<file path="src/rtl/rc4_pkg.sv">
// Shared types and widths for the RC4 brute-force search controller.
package rc4_pkg;
  localparam int KEY_W      = 24;
  localparam int KEYSPACE_W = 22;
  localparam int MAX_CORES  = 255;

  typedef enum logic [2:0] {
    IDLE,
    RESET_CORES,
    START,
    SEARCH,
    FOUND,
    EXHAUSTED
  } arb_state_t;
endpackage

</file>
<file path="src/rtl/rc4_wrap_detect.sv">
// Per-core sweep tracker: the flag sticks once the core's key counter wraps.
module rc4_wrap_detect
  import rc4_pkg::*;
(
  input  logic             clk,
  input  logic             reset,
  input  logic             clear,
  input  logic             en,
  input  logic [KEY_W-1:0] key,
  output logic             exhausted
);
  logic [KEY_W-1:0] prev_key;
  logic             prev_vld;

  always_ff @(posedge clk or posedge reset) begin
    if (reset) begin
      prev_key  <= '0;
      prev_vld  <= 1'b0;
      exhausted <= 1'b0;
    end else if (clear) begin
      prev_vld  <= 1'b0;
      exhausted <= 1'b0;
    end else if (en) begin
      prev_key <= key;
      prev_vld <= 1'b1;
      // A smaller key than last cycle means the counter rolled over.
      if (prev_vld && (key < prev_key)) exhausted <= 1'b1;
    end
  end
endmodule

</file>
<file path="src/rtl/rc4_core_arbiter.sv">
// Starts all RC4 cores together, latches the first winning key, or flags exhaustion.
module rc4_core_arbiter
  import rc4_pkg::*;
#(
  parameter int NUM_CORES  = 4,
  parameter int RST_CYCLES = 4
) (
  input  logic                       clk,
  input  logic                       reset,
  input  logic                       go,
  input  logic [NUM_CORES-1:0]       core_found,
  input  logic [KEY_W*NUM_CORES-1:0] core_key,
  output logic                       core_reset,
  output logic                       core_start,
  output logic [7:0]                 total_cores,
  output logic                       busy,
  output logic                       found,
  output logic                       not_found,
  output logic [KEY_W-1:0]           found_key,
  output logic [7:0]                 found_core,
  output logic [31:0]                search_cycles
);
  localparam int CNT_W = (RST_CYCLES > 1) ? $clog2(RST_CYCLES) : 1;

  arb_state_t           state;
  logic [CNT_W-1:0]     rst_cnt;
  logic [NUM_CORES-1:0] exhausted;
  logic                 det_clear, det_en;
  logic                 any_found;
  logic [7:0]           win_idx;
  logic [KEY_W-1:0]     win_key;

  assign total_cores = 8'(NUM_CORES);
  assign det_en      = (state == SEARCH);
  assign det_clear   = (state == RESET_CORES) || (state == START);

  for (genvar g = 0; g < NUM_CORES; g++) begin : g_wrap
    rc4_wrap_detect u_wd (
      .clk      (clk),
      .reset    (reset),
      .clear    (det_clear),
      .en       (det_en),
      .key      (core_key[KEY_W*g +: KEY_W]),
      .exhausted(exhausted[g])
    );
  end

  // Lowest index wins when several cores report in the same cycle.
  always_comb begin
    any_found = 1'b0;
    win_idx   = '0;
    win_key   = '0;
    for (int i = 0; i < NUM_CORES; i++) begin
      if (core_found[i] && !any_found) begin
        any_found = 1'b1;
        win_idx   = 8'(i);
        win_key   = core_key[KEY_W*i +: KEY_W];
      end
    end
  end

  always_ff @(posedge clk or posedge reset) begin
    if (reset) begin
      state         <= IDLE;
      rst_cnt       <= '0;
      core_reset    <= 1'b0;
      core_start    <= 1'b0;
      busy          <= 1'b0;
      found         <= 1'b0;
      not_found     <= 1'b0;
      found_key     <= '0;
      found_core    <= '0;
      search_cycles <= '0;
    end else begin
      core_start <= 1'b0;
      case (state)
        IDLE, FOUND, EXHAUSTED: begin
          if (go) begin
            state         <= RESET_CORES;
            rst_cnt       <= CNT_W'(RST_CYCLES - 1);
            core_reset    <= 1'b1;
            busy          <= 1'b1;
            found         <= 1'b0;
            not_found     <= 1'b0;
            found_key     <= '0;
            found_core    <= '0;
            search_cycles <= '0;
          end
        end
        RESET_CORES: begin
          if (rst_cnt == '0) begin
            state      <= START;
            core_reset <= 1'b0;
            core_start <= 1'b1;
          end else begin
            rst_cnt <= rst_cnt - CNT_W'(1);
          end
        end
        START: state <= SEARCH;
        SEARCH: begin
          if (search_cycles != 32'hFFFF_FFFF) search_cycles <= search_cycles + 32'd1;
          if (any_found) begin
            state      <= FOUND;
            found      <= 1'b1;
            found_key  <= win_key;
            found_core <= win_idx;
            core_reset <= 1'b1;
            busy       <= 1'b0;
          end else if (&exhausted) begin
            state     <= EXHAUSTED;
            not_found <= 1'b1;
            busy      <= 1'b0;
          end
        end
        default: state <= IDLE;
      endcase
    end
  end
endmodule

</file>
<file path="config.mk">
export PLATFORM = sky130hd
export DESIGN_NAME = rc4_core_arbiter
export DESIGN_NICKNAME = d
export VERILOG_FILES = /design/src/rtl/rc4_pkg.sv /design/src/rtl/rc4_wrap_detect.sv /design/src/rtl/rc4_core_arbiter.sv
export SDC_FILE = /design/constraint.sdc
export NUM_CORES = 1
export LEC_CHECK = 0
export CORE_MARGIN = 3
export CORE_UTILIZATION = 48
export DETAILED_ROUTE_END_ITERATION = 16
export PLACE_DENSITY_LB_ADDON = 0.15
export REMOVE_ABC_BUFFERS = 1
export SYNTH_ARGS = -nofsm -noshare
export SYNTH_HDL_FRONTEND = slang
export SYNTH_HIERARCHICAL = 1
export SYNTH_SLANG_ARGS = --single-unit
</file>
<file path="constraint.sdc">
create_clock -name clk -period 2.2 [get_ports clk]
set_input_delay 0.44 -clock clk [delete_from_list [all_inputs] [get_ports clk]]
set_output_delay 0.44 -clock clk [all_outputs]
set_load 0.02 [all_outputs]
</file>
## Word level (Yosys, flattened, before mapping)

Index checks and enable logic that the tools add are counted.

- Register bits: 175
- Input bits: 103
- Output and inout bits: 77
- Logic and storage cells: 131

- Add/sub/neg operators: 2
- Magnitude comparators: 4
- Equality and inequality tests: 14
- Muxes and demuxes: 56
- Bitwise gates (word level): 1
- Reductions and logical operators: 35

Operators with widths:

| cell | count |
|---|---|
| $mux 24 | 6 |
| $lt 24x24->1 | 4 |
| $mux 32 | 2 |
| $pmux 32 s2 | 1 |
| $pmux 24 s2 | 1 |
| $add 32x1->32 const B | 1 |
| $mux 8 | 4 |
| $ne 32x32->1 const B | 1 |
| $mux 1 | 29 |
| $pmux 8 s2 | 1 |
| $reduce_and 3->1 | 5 |
| $reduce_bool 2->1 | 7 |
| $mux 3 | 4 |
| $pmux 3 s4 | 1 |
| $reduce_and 4->1 | 3 |
| $reduce_and 2->1 | 5 |
| $ne 2x1->1 const B | 4 |
| $logic_and 1x1->1 | 7 |
| $eq 3x2->1 const B | 2 |
| $eq 3x3->1 const B | 2 |
| $ne 2x2->1 const B | 3 |
| $pmux 1 s2 | 3 |
| $mux 2 | 2 |
| $pmux 2 s2 | 1 |
| 11 further kinds | 13 |

## Logic depth before layout (Yosys ltp)

- Word-level depth: 12
- Mapped depth: 9

## Modules after synthesis

The synthesis kept the hierarchy.

Modules (own cells, without submodules):

| module | instances | cells each | area each (um^2) | seq. area each (um^2) |
|---|---|---|---|---|
| rc4_wrap_detect | 4 | 166 | 1,502.7 | 650.6 |
| rc4_core_arbiter | 1 | 474 | 4,052.6 | 1,701.6 |

## Least setup slack after synthesis

OpenSTA, ideal clock, no wires.

- Path type: register to register
- Start: register search_cycles[0]
- End: register search_cycles[11]
- Library setup time: 0.110 ns
- Arrival time: 2.065 ns
- Data required time: 2.090 ns
- Setup slack: 0.025 ns
- Stages on the path, launching flop included: 8
- Cell sequence: dfrtp_1 > ha_1 > nand4_1 > or4_1 > o31ai_4 > buf_4 > o21ai_1 > o41ai_1

- Word-level cells in the longest chain between the ends: 3
- Elaborated cells on any way between the ends: 6
- Those cells by class: add/sub: 1; eq/ne: 2; mux: 2; reduce/logical: 1

Ends and longest elaborated chain:

| element | line | RTL |
|---|---|---|
| from (decl) | rc4_core_arbiter.sv:21 | `output logic [31:0] search_cycles` |
| from (signal assigned) | rc4_core_arbiter.sv:101 | `if (search_cycles != 32'hFFFF_FFFF) search_cycles <= search_cycles + 32'd1;` |
| $add 32x1->32 / $ne 32x32->1 (equally long branches) | rc4_core_arbiter.sv:101 |  |
| $mux 32 / $ne 2x1->1 (equally long branches) | -- |  |
| $pmux 32 s2 / $reduce_and 3->1 (equally long branches) | -- |  |

Parallel ways exist; a longest one is shown, timed or not. The select of a mux whose other input is x is not followed.
A chain may end at the register's enable or synchronous reset.

## Final worst setup path

- Start: input core_key[55]
- End: register g_wrap[2].u_wd.exhausted

- Word-level cells in the longest chain between the ends: 4

Ends and longest elaborated chain:

| element | line | RTL |
|---|---|---|
| from (decl) | rc4_core_arbiter.sv:12 | `input logic [KEY_W*NUM_CORES-1:0] core_key,` |
| $lt 24x24->1 | rc4_wrap_detect.sv:27 | `if (prev_vld && (key < prev_key)) exhausted <= 1'b1;` |
| $logic_and 1x1->1 | rc4_wrap_detect.sv:27 |  |
| $reduce_bool 2->1 (no source line) | -- |  |
| $reduce_and 2->1 (no source line) | -- |  |
| to (signal assigned) | rc4_wrap_detect.sv:19 | `exhausted <= 1'b0;` |
| to (signal assigned) | rc4_wrap_detect.sv:22 | `exhausted <= 1'b0;` |
| to (signal assigned) | rc4_wrap_detect.sv:27 |  |
| to (decl) | rc4_wrap_detect.sv:10 | `output logic exhausted` |

No other way between the ends.

==> reports/qor.yml <==
timing:
  finalHoldViolations: 0
  finalCriticalPeriod_ns: 2.092
  slew_headroom: 0.6675
  max_freq_ghz: 0.4780
  fin_crit_sh: 0.9510
  setup_viol: 0
  skew_ns: 0.009685
  slew_violations: 0
  tightest_slew_ns: 0.4950
  rsz0062_at_grt: "false"
critical_path:
  crit_slowest_cell: "or4_1"
  start_kind: "input port"
  critPathCaptureType: "flop"
  worstPathArrival_ns: 2.43
  path_class: "in -> reg"
  worstPathCellList: "clkdlybuf4s50_1 > ha_1 > a41o_1 > a21oi_1 > nor3_1 > or4_1 > a211oi_2"
  critPathRequiredTime_ns: 2.54
  slowest_delay_ns: 0.47
  crit_path_max_fanout: 3
synth:
  synth_edf_count: 0
  synth_flop_cell: "dfrtp_1"
  syn-instance-count: 1138
  synth_cell_types: 52
  synth-xor-area-share: 0.005222
  synth_area_per_cell_sq_um: 8.843
  synth_seq_area_share: 0.4277
  synth_area_leaders: "dfrtp_1 43%, ha_1 12%, o21ai_0 7.4%"
  syn_area_sq_um: 10060
  synth_top_family_by_area: "compound AO/OA/AOI/OAI gates"
  yosys.area.top_type: "dfrtp_1"
  synth-compound-area-share: 0.1968
  synth_fa_ha_area_frac: 0.1169
  yosys_warnings: 6
  muxShareOfSynthArea: 0.003979
  synthArstFlopShare: 1.000
  synth_top_area_frac: 0.4277
  synth_simple_gate_area_frac: 0.1703
  synth-seq-cells: 172
die:
  die_height_microns: 150.8
  die_area_sq_um: 22740
  coreArea_sq_um: 20430
  die_w_microns: 150.8
  io_pins: 180
  start_util: 0.4926
  row_count: 52
drt:
  dr_wl_met2_microns: 14080
  first_iter_violations: 564
  via_per_inst: 5.554
  vias: 9320
  drc: 0
  wl_per_cell_microns: 17.33
  wl_met3_microns: 1657
  maxUsedRoutingLayer: "met5"
  met1Wirelength_microns: 12460
  routed_wl_microns: 29090
  ant_nets: 0
  first_pass_iters: 5
clock_tree:
  insertion_delay_ns: 0.43
  cts_setup_buffers: 0
  cts_resized: 0
  hold_buffers: 0
  cts_tree: "yes"
  cts_inserted_buffers: 17
  numClockSinks: 172
  clockRootBuffer: "clkbuf_16"
  htree_levels: 4
  cts.clk_slew.worst_paths_ns: 0.06
  clk_path_buf_depth: 2
power_and_ir_drop:
  p_per_area_nw_per_um2: 1019
  vdd_drop_max_mv: 0.4919
  power.leakage_uw: 0.006215
finish:
  layout_commonest_cell: "dfrtp_1"
  final_nets: 1592
  drive_above_1_share: 0.1321
  areaGrowthSynthToFinish_pct: 34.13
  n_antenna_cell: 0
  fin_cells: 1678
  layout.cells.most_common_list: "172 x dfrtp_1, 164 x clkdlybuf4s50_1, 149 x o21ai_0"
  final_cell_area_sq_um: 13500
outcome:
  status: "finished clean"
grt:
  grt_use_total: 0.2599
  grt_pass1_vias: 9290
  antenna_found_initial: 1
  grt_first_pass_wirelength_microns: 46430
  grt_overflow_total: 0
  grt_max_degree: 50
place:
  gp_congestion: 0.9601
  portBuffers: 165
  dpl.hpwl_microns: 21920
  placedCellCount: 1646
  placed_area_sq_um: 12860
job:
  drv_cap: 0
min_path:
  hold_path.class: "in -> async"
==> metal layers <==
metal | global-route usage | vias to the layer above
met5 | 0 | -
met4 | 0.09882 | 2
met3 | 0.04159 | 50
met2 | 0.4430 | 304
met1 | 0.3332 | 4443
li1 | - | 4521
==> flip-flops by register name (all words and copies together) (netlist names) <==
signal	flops
g_wrap.u_wd/exhausted	4
busy	1
not_found	1
core_start	1
found_key	24
found_core	2
state	3
core_reset	1
search_cycles	32
found	1
g_wrap.u_wd/prev_key	96
g_wrap.u_wd/prev_vld	4
rst_cnt	2
==> synthesized netlist by cell type (all sizes together), types with 4 or more instances <==
library cell,n
nor4,4
nand3,50
nand2,138
nor2b,14
o31ai,8
clkbuf,39
and4,6
or4,8
nand2b,6
a21oi,37
nor3,24
nor2,55
ha,94
a31oi,10
dfrtp,172
inv,118
a221oi,29
xnor2,4
a21o,17
a211oi,4
a41o,4
and2,4
nand4,33
o21ai,168
or3,5
a41oi,7
mux2i,4
a22oi,24
buf,31
==> worst max-delay path: cells and delay by family <==
kind	cells	cell delay [ns]
AO/OA/AOI/OAI	3	0.66
adder cells (fa/ha/maj)	1	0.34
buffers and inverters	1	0.43
AND/OR/NAND/NOR	2	0.55
==> layout make-up <==
cell class	count	area, sq um
fillers	1745	6932
multi-input cells	790	5035
flip-flops and latches	172	4304
repair buffers	296	2743
inverters	118	442.9
clock buffers	17	425.4
well taps	270	337.8
clock inverters	15	210.2
==> worst paths after layout <==
path / startpoint / endpoint / slack [ns] / cells past startpoint
min: reset / g_wrap[3].u_wd/prev_key[18] / 0.38 / 2
max reg2reg: search_cycles[0] / search_cycles[9] / 0.14 / 7
max: core_key[55] / g_wrap[2].u_wd/exhausted / 0.11 / 7
min reg2reg: g_wrap[1].u_wd/prev_vld / g_wrap[1].u_wd/prev_vld / 0.50 / 2
min in group clk: g_wrap[1].u_wd/prev_vld / g_wrap[1].u_wd/prev_vld / 0.50 / 2
max in group asynchronous: reset / found_key[14] / 1.24 / 3
==> metrics by stage <==
stage | setup TNS, ns | power (uW) | hold WS [ns] | util | setup WS [ns]
floorplan | -115.09 | 8242 | 0.4599 | - | -1.144
global placement | -3.649 | 10230 | 0.4751 | 0.6296 | -0.2299
detailed placement | -3.716 | 10460 | 0.4803 | 0.6296 | -0.2876
CTS | 0 | 13820 | 0.3753 | 0.6607 | 0.1338
global route | 0 | 14840 | 0.3808 | 0.6607 | 0.0004414
finish | 0 | 13750 | 0.3757 | 0.6607 | 0.1078
==> power by group <==
group	switching (uW)	total (uW)	internal, uW	leakage, uW
registers	391	4690	4300	0.00216
logic	3360	5810	2440	0.00374
clock network	1330	3260	1930	0.000311
==> kinds of logic (layout without fill, tap and decap cells) <==
kind of cell,count (synthesis),count (layout)
DFF,172,172
buffers and inverters,188,446
and+or+nand+nor,352,352
muxes,4,4
AOI/OAI and AO/OA,320,320
adders and majority gates,94,94
other,2,14
xor gates and xnor gates,6,6
No activity file was read; power rests on OpenSTA's default activity.
